`src/rtl/vic_pkg.sv`:
```
// vic_pkg: shared constants, FSM state encoding and helpers for the
// vectored interrupt controller.
//   NUM_INT     - number of interrupt lines
//   VEC_W       - width of a vector index
//   vic_state_e - controller FSM states
//   vec_onehot  - vector index to one-hot line mask
package vic_pkg;

  localparam int NUM_INT = 32;
  localparam int VEC_W   = 5;

  typedef enum logic [1:0] {
    ST_IDLE  = 2'd0,
    ST_REQ   = 2'd1,
    ST_SERVE = 2'd2
  } vic_state_e;

  function automatic logic [NUM_INT-1:0] vec_onehot(input logic [VEC_W-1:0] v);
    return {{(NUM_INT-1){1'b0}}, 1'b1} << v;
  endfunction

endpackage

```
`src/rtl/vic_prio_enc.sv`:
```
// vic_prio_enc: fixed-priority encoder, lowest set index wins.
// Purely combinational.
//   req_i [NUM_INT-1:0] - candidate lines
//   any_o               - at least one candidate set
//   idx_o [VEC_W-1:0]   - index of the winning line (0 when none)
module vic_prio_enc
  import vic_pkg::*;
(
  input  logic [NUM_INT-1:0] req_i,
  output logic               any_o,
  output logic [VEC_W-1:0]   idx_o
);

  always_comb begin
    any_o = |req_i;
    idx_o = '0;
    // Scan downward so the last assignment is the lowest set index.
    for (int i = NUM_INT - 1; i >= 0; i--) begin
      if (req_i[i]) begin
        idx_o = VEC_W'(i);
      end
    end
  end

endmodule

```
`src/rtl/vic_int_ctrl.sv`:
```
// vic_int_ctrl: vectored interrupt controller. Merges level and latched
// rising-edge interrupt lines, arbitrates by fixed priority and runs a
// request / acknowledge / service handshake with the CPU.
//   vic_clk, vic_rst   - clock, synchronous active-high reset
//   pad_vic_int_vld    - interrupt lines, one per source
//   pad_vic_int_cfg    - per line: 0 level, 1 rising edge
//   vic_int_enable     - per line enable mask
//   vic_cpu_int_req    - request to the CPU (registered)
//   vic_cpu_int_vec    - vector of the request, 0 while no request
//   cpu_vic_int_ack    - CPU accepts the shown vector
//   cpu_vic_int_done   - CPU handler exit
//   vic_int_clr        - one-cycle one-hot pulse of the accepted vector
//   vic_busy           - a handler is in service
//
// State    | meaning
// ST_IDLE  | no request outstanding, waiting for a candidate
// ST_REQ   | request shown to CPU, vector re-arbitrated each cycle
// ST_SERVE | vector accepted, handler running until done
module vic_int_ctrl
  import vic_pkg::*;
(
  input  logic               vic_clk,
  input  logic               vic_rst,
  input  logic [NUM_INT-1:0] pad_vic_int_vld,
  input  logic [NUM_INT-1:0] pad_vic_int_cfg,
  input  logic [NUM_INT-1:0] vic_int_enable,
  output logic               vic_cpu_int_req,
  output logic [VEC_W-1:0]   vic_cpu_int_vec,
  input  logic               cpu_vic_int_ack,
  input  logic               cpu_vic_int_done,
  output logic [NUM_INT-1:0] vic_int_clr,
  output logic               vic_busy
);

  vic_state_e         state_q, state_d;
  logic [NUM_INT-1:0] pend_q, pend_d;
  logic [NUM_INT-1:0] vld_prev_q;
  // Low for the first cycle after reset so a line already high is only
  // sampled, not mistaken for a rising edge.
  logic               samp_vld_q;
  logic               req_q, req_d;
  logic [VEC_W-1:0]   vec_q, vec_d;
  logic [NUM_INT-1:0] clr_q, clr_d;
  logic               busy_q, busy_d;

  logic [NUM_INT-1:0] edge_det;
  logic [NUM_INT-1:0] cand;
  logic [NUM_INT-1:0] accept_mask;
  logic               cand_any;
  logic [VEC_W-1:0]   cand_idx;

  assign edge_det = pad_vic_int_cfg & pad_vic_int_vld & ~vld_prev_q
                  & {NUM_INT{samp_vld_q}};

  assign cand = ((~pad_vic_int_cfg & pad_vic_int_vld) |
                 ( pad_vic_int_cfg & pend_q)) & vic_int_enable;

  vic_prio_enc u_prio_enc (
    .req_i (cand),
    .any_o (cand_any),
    .idx_o (cand_idx)
  );

  // A new edge in the accept cycle must survive the clear.
  assign pend_d = (pend_q & ~accept_mask) | edge_det;

  always_comb begin
    state_d     = state_q;
    req_d       = 1'b0;
    vec_d       = '0;
    clr_d       = '0;
    busy_d      = busy_q;
    accept_mask = '0;
    case (state_q)
      ST_IDLE: begin
        busy_d = 1'b0;
        if (cand_any) begin
          state_d = ST_REQ;
          req_d   = 1'b1;
          vec_d   = cand_idx;
        end
      end
      ST_REQ: begin
        // Ack takes the vector currently on the bus even if its line was
        // withdrawn in the same cycle.
        if (cpu_vic_int_ack) begin
          state_d     = ST_SERVE;
          busy_d      = 1'b1;
          clr_d       = vec_onehot(vec_q);
          accept_mask = vec_onehot(vec_q);
        end else if (cand_any) begin
          req_d = 1'b1;
          vec_d = cand_idx;
        end else begin
          state_d = ST_IDLE;
        end
      end
      ST_SERVE: begin
        busy_d = 1'b1;
        if (cpu_vic_int_done) begin
          state_d = ST_IDLE;
          busy_d  = 1'b0;
        end
      end
      default: begin
        state_d = ST_IDLE;
        busy_d  = 1'b0;
      end
    endcase
  end

  always_ff @(posedge vic_clk) begin
    if (vic_rst) begin
      state_q    <= ST_IDLE;
      pend_q     <= '0;
      vld_prev_q <= '0;
      samp_vld_q <= 1'b0;
      req_q      <= 1'b0;
      vec_q      <= '0;
      clr_q      <= '0;
      busy_q     <= 1'b0;
    end else begin
      state_q    <= state_d;
      pend_q     <= pend_d;
      vld_prev_q <= pad_vic_int_vld;
      samp_vld_q <= 1'b1;
      req_q      <= req_d;
      vec_q      <= vec_d;
      clr_q      <= clr_d;
      busy_q     <= busy_d;
    end
  end

  assign vic_cpu_int_req = req_q;
  assign vic_cpu_int_vec = vec_q;
  assign vic_int_clr     = clr_q;
  assign vic_busy        = busy_q;

endmodule

```
`config.mk`:
```
export PLATFORM = sky130hd
export DESIGN_NAME = vic_int_ctrl
export DESIGN_NICKNAME = d
export VERILOG_FILES = /design/src/rtl/vic_pkg.sv /design/src/rtl/vic_prio_enc.sv /design/src/rtl/vic_int_ctrl.sv
export SDC_FILE = /design/constraint.sdc
export NUM_CORES = 1
export LEC_CHECK = 0
export ABC_AREA = 1
export CORE_MARGIN = 2
export CORE_UTILIZATION = 30
export DETAILED_ROUTE_END_ITERATION = 8
export GPL_TIMING_DRIVEN = 0
export PLACE_DENSITY = 0.57
export RECOVER_POWER = 100
export SYNTH_ARGS = -nofsm -noshare
export SYNTH_HDL_FRONTEND = slang
export SYNTH_SLANG_ARGS = --single-unit
```
`constraint.sdc`:
```
create_clock -name vic_clk -period 2.8 [get_ports vic_clk]
set_input_delay 0.56 -clock vic_clk [delete_from_list [all_inputs] [get_ports vic_clk]]
set_output_delay 0.56 -clock vic_clk [all_outputs]
set_load 0.05 [all_outputs]
```
==> impl_metrics.ini <==
[route]
drtIter0Drc = 290
drc = 0
dr.pass1.iters = 5
wl_met2_um = 6370
vias_per_cell = 4.70
vias = 4410
wl_met1_um = 6150
routed_wl_um = 13900
highest_layer = met4
ant_nets = 0
avgRoutedWirePerCell_um = 14.8
wl_met3_um = 1090

[logic_synthesis]
yosysMostFrequentCell = nand2_1
synth_common_cells = 144 x nand2_1, 106 x dfxtp_1, 83 x inv_1
yosys.area.top_type_share_pct = 49.0
syn_inst = 604
synth_ff_type = dfxtp_1
synth_area_leaders = dfxtp_1 49%, nand2_1 12%, inv_1 7.2%
yosysSeqAreaShare_pct = 49.0
ys_ff_latch = 106
yosys_warnings = 0
async_flop_share_pct = 0
ys_types = 26
synth_edf_count = 0
synth_top_cell_by_area = dfxtp_1
syn-num-nets = 707
synth_area_um2 = 4330
synth.avg_cell_area_um2 = 7.17

[floorplanning]
io_pins = 139
rows = 43
start_util_pct = 31.0
die_y_um = 124
core-area_um2 = 14000
chipWidth_um = 124
dieArea_um2 = 15400

[clocking]
root_buffer = clkbuf_16
cts_sinks = 106
clockBufferDepth = 2
cts_max_level = 3
path_clk_slew_ns = 0.07
numCtsBuffers = 9
worstSkewPairLatency_ns = 0.35
cts_tree = done

[sta]
fin_hold_ws_ns = 0.466
fin_skew_ns = 0.00449
fin_crit_ns = 2.48
rsz0062_at_grt = false
period_share_pct = 88.4
relSlewSlack_pct = 57.3
setup_viol = 0
max_slew.worst_pin.slew_ns = 0.639
clock.fmax_ghz = 0.404
hold_viol = 0
finalMaxSlewViolations = 0

[power]
max-vdd-ir-drop_mv = 0.274
power.leakage_nw = 2.76
power_w = 0.00350
p_per_area_nw_per_um2 = 561

[min_path]
min_delay_path_depth = 2
worstHoldEndpoint = pend_q[21]
hold_path.class = flop to flop
hp-start = pend_q[21]

[setup_path]
critPathCaptureType = flop
r2r-start = pend_q[31]
reg2reg_slack_ns = 0.64
startpoint_type = input pin
crit_buf_inv = 1
arrival_ns = 2.73
r2r-end = vic_cpu_int_vec[0]
crit_required_ns = 3.06
reg2regPathDepth = 34
cp_common_cell = nand2_1
cp_max_fo = 4
cp_cell_sequence = dlygate4sd3_1, nand2_1, o21ai_0, nand2_1, nand2_1, nor2_1, nand2_1, nor2_1, nand2_1, o211ai_1, a21oi_1, a211oi_1
cp.depth = 12
worst_path_largest_cell_delay_ns = 0.60
critPathTopFamily = simple AND/OR/NAND/NOR gates
cp_slowest_cell = dlygate4sd3_1
criticalPathCategory = input pin to flop

[global_routing]
grt_max_degree = 16
grt_pass1_wl_um = 21400
grt_pass1_vias = 4242
grt_overflow = 0
grt_use_total_pct = 18.6
antenna_found_initial = 0

[run]
max-cap-violations = 0

[cells_and_area]
drive_gt1_share_pct = 4.35
area_delta_synth_final_pct = 44.1
fill_cells = 1466
regArea_um2 = 2120
multi_input_area_um2 = 1830
diodes = 0
final_nets = 856

[placement]
place_hpwl_um = 10900
place_congestion = 0.827
io_buffers = 137

[outcome]
outcome = finished clean
-- worst min-delay path: stages, from the launching register on --
cell and delay [ns]:
dfxtp_1 0.31, nand2_1 0.06, a21oi_1 0.05
-- cell usage in the layout (no fill, tap or decap), drive strengths merged, types with 3 or more instances in the layout --
cell / synthesis / routed
a211oi: 3 / 3
dlymetal6s2s: 0 / 8
nor3: 17 / 17
clkdlybuf4s50: 0 / 88
dlygate4sd3: 0 / 41
a21oi: 36 / 36
nor4: 4 / 4
nand3: 5 / 5
a31oi: 3 / 3
dfxtp: 106 / 106
nor2: 84 / 84
ha: 3 / 3
nand2: 154 / 154
nand4: 38 / 38
o21ai: 46 / 46
inv: 85 / 85
clkbuf: 15 / 31
-- per-stage QoR --
stage | std cells | cell area (µm²) | utilization, % | worst slack (ns) | TNS, ns
3_3_place_gp | 921 | 5930 | 42.4 | -0.146 | -0.146
5_1_grt | 938 | 6240 | 44.6 | 0.000300 | 0
6_report | 938 | 6240 | 44.6 | 0.325 | 0
2_1_floorplan | 604 | 4330 | - | 0.662 | 0
3_5_place_dp | 921 | 5930 | 42.4 | -0.154 | -0.154
4_1_cts | 937 | 6210 | 44.4 | 0.214 | 0
-- state kept, by name, indices dropped and copies added, names as in the netlist --
register	flops
vic_busy	1
state_q	2
vic_int_clr	32
samp_vld_q	1
vic_cpu_int_req	1
vic_cpu_int_vec	5
vld_prev_q	32
pend_q	32
-- layer usage --
layer  vias to the layer above  global-route usage, %
li1                       2239                      -
met1                      2019                   23.1
met2                       136                   30.4
met3                        16                   6.00
met4                         0                   6.39
met5                         -                      0
-- kinds of logic after synthesis --
kind of cell	count (synthesis)	synth area share [%]
buffers and inverters	102	8.84
AOI/OAI and AO/OA	91	11.1
adders and majority gates	3	0.867
DFF	106	49.0
and+or+nand+nor	302	30.2
-- what timing repair did --
action / CTS / global route
gates resized for setup: 0 / 10
setup endpoints to repair: 0 / 1
hold buffers: 0 / 0
endpoints found under the hold margin: 0 / 0
buffers inserted: 0 / 1
-- how the worst max path moves through the flow --
stage,startpoint,endpoint,slack [ns]
4_1_cts,pad_vic_int_vld[29],vic_cpu_int_vec[0],0.21
5_1_grt,pad_vic_int_vld[27],vic_cpu_int_vec[0],0.0003
2_1_floorplan,pad_vic_int_vld[31],vic_cpu_int_vec[0],0.66
6_report,pad_vic_int_cfg[22],state_q[1],0.32
3_5_place_dp,pad_vic_int_vld[29],vic_cpu_int_vec[0],-0.15
3_3_place_gp,pad_vic_int_cfg[30],vic_cpu_int_vec[0],-0.15
-- area by class of cell --
| type | instances | share of cell area [%] |
|---|---|---|
| Multi-Input combinational cell | 396 | 29.3 |
| Sequential cell | 106 | 34.0 |
| Timing Repair Buffer | 138 | 22.4 |
| Inverter | 85 | 5.11 |
| Tap cell | 180 | 3.61 |
| Buffer | 17 | 1.02 |
| Clock inverter | 2 | 0.160 |
| Clock buffer | 14 | 4.39 |
-- report_power, final --
group / internal, W / switching (W)
Clock: 0.000675 / 0.000555
Sequential: 0.00158 / 0.0000395
Combinational: 0.000263 / 0.000392
Total: 0.00252 / 0.000987
(Power assumes the default switching activity.)
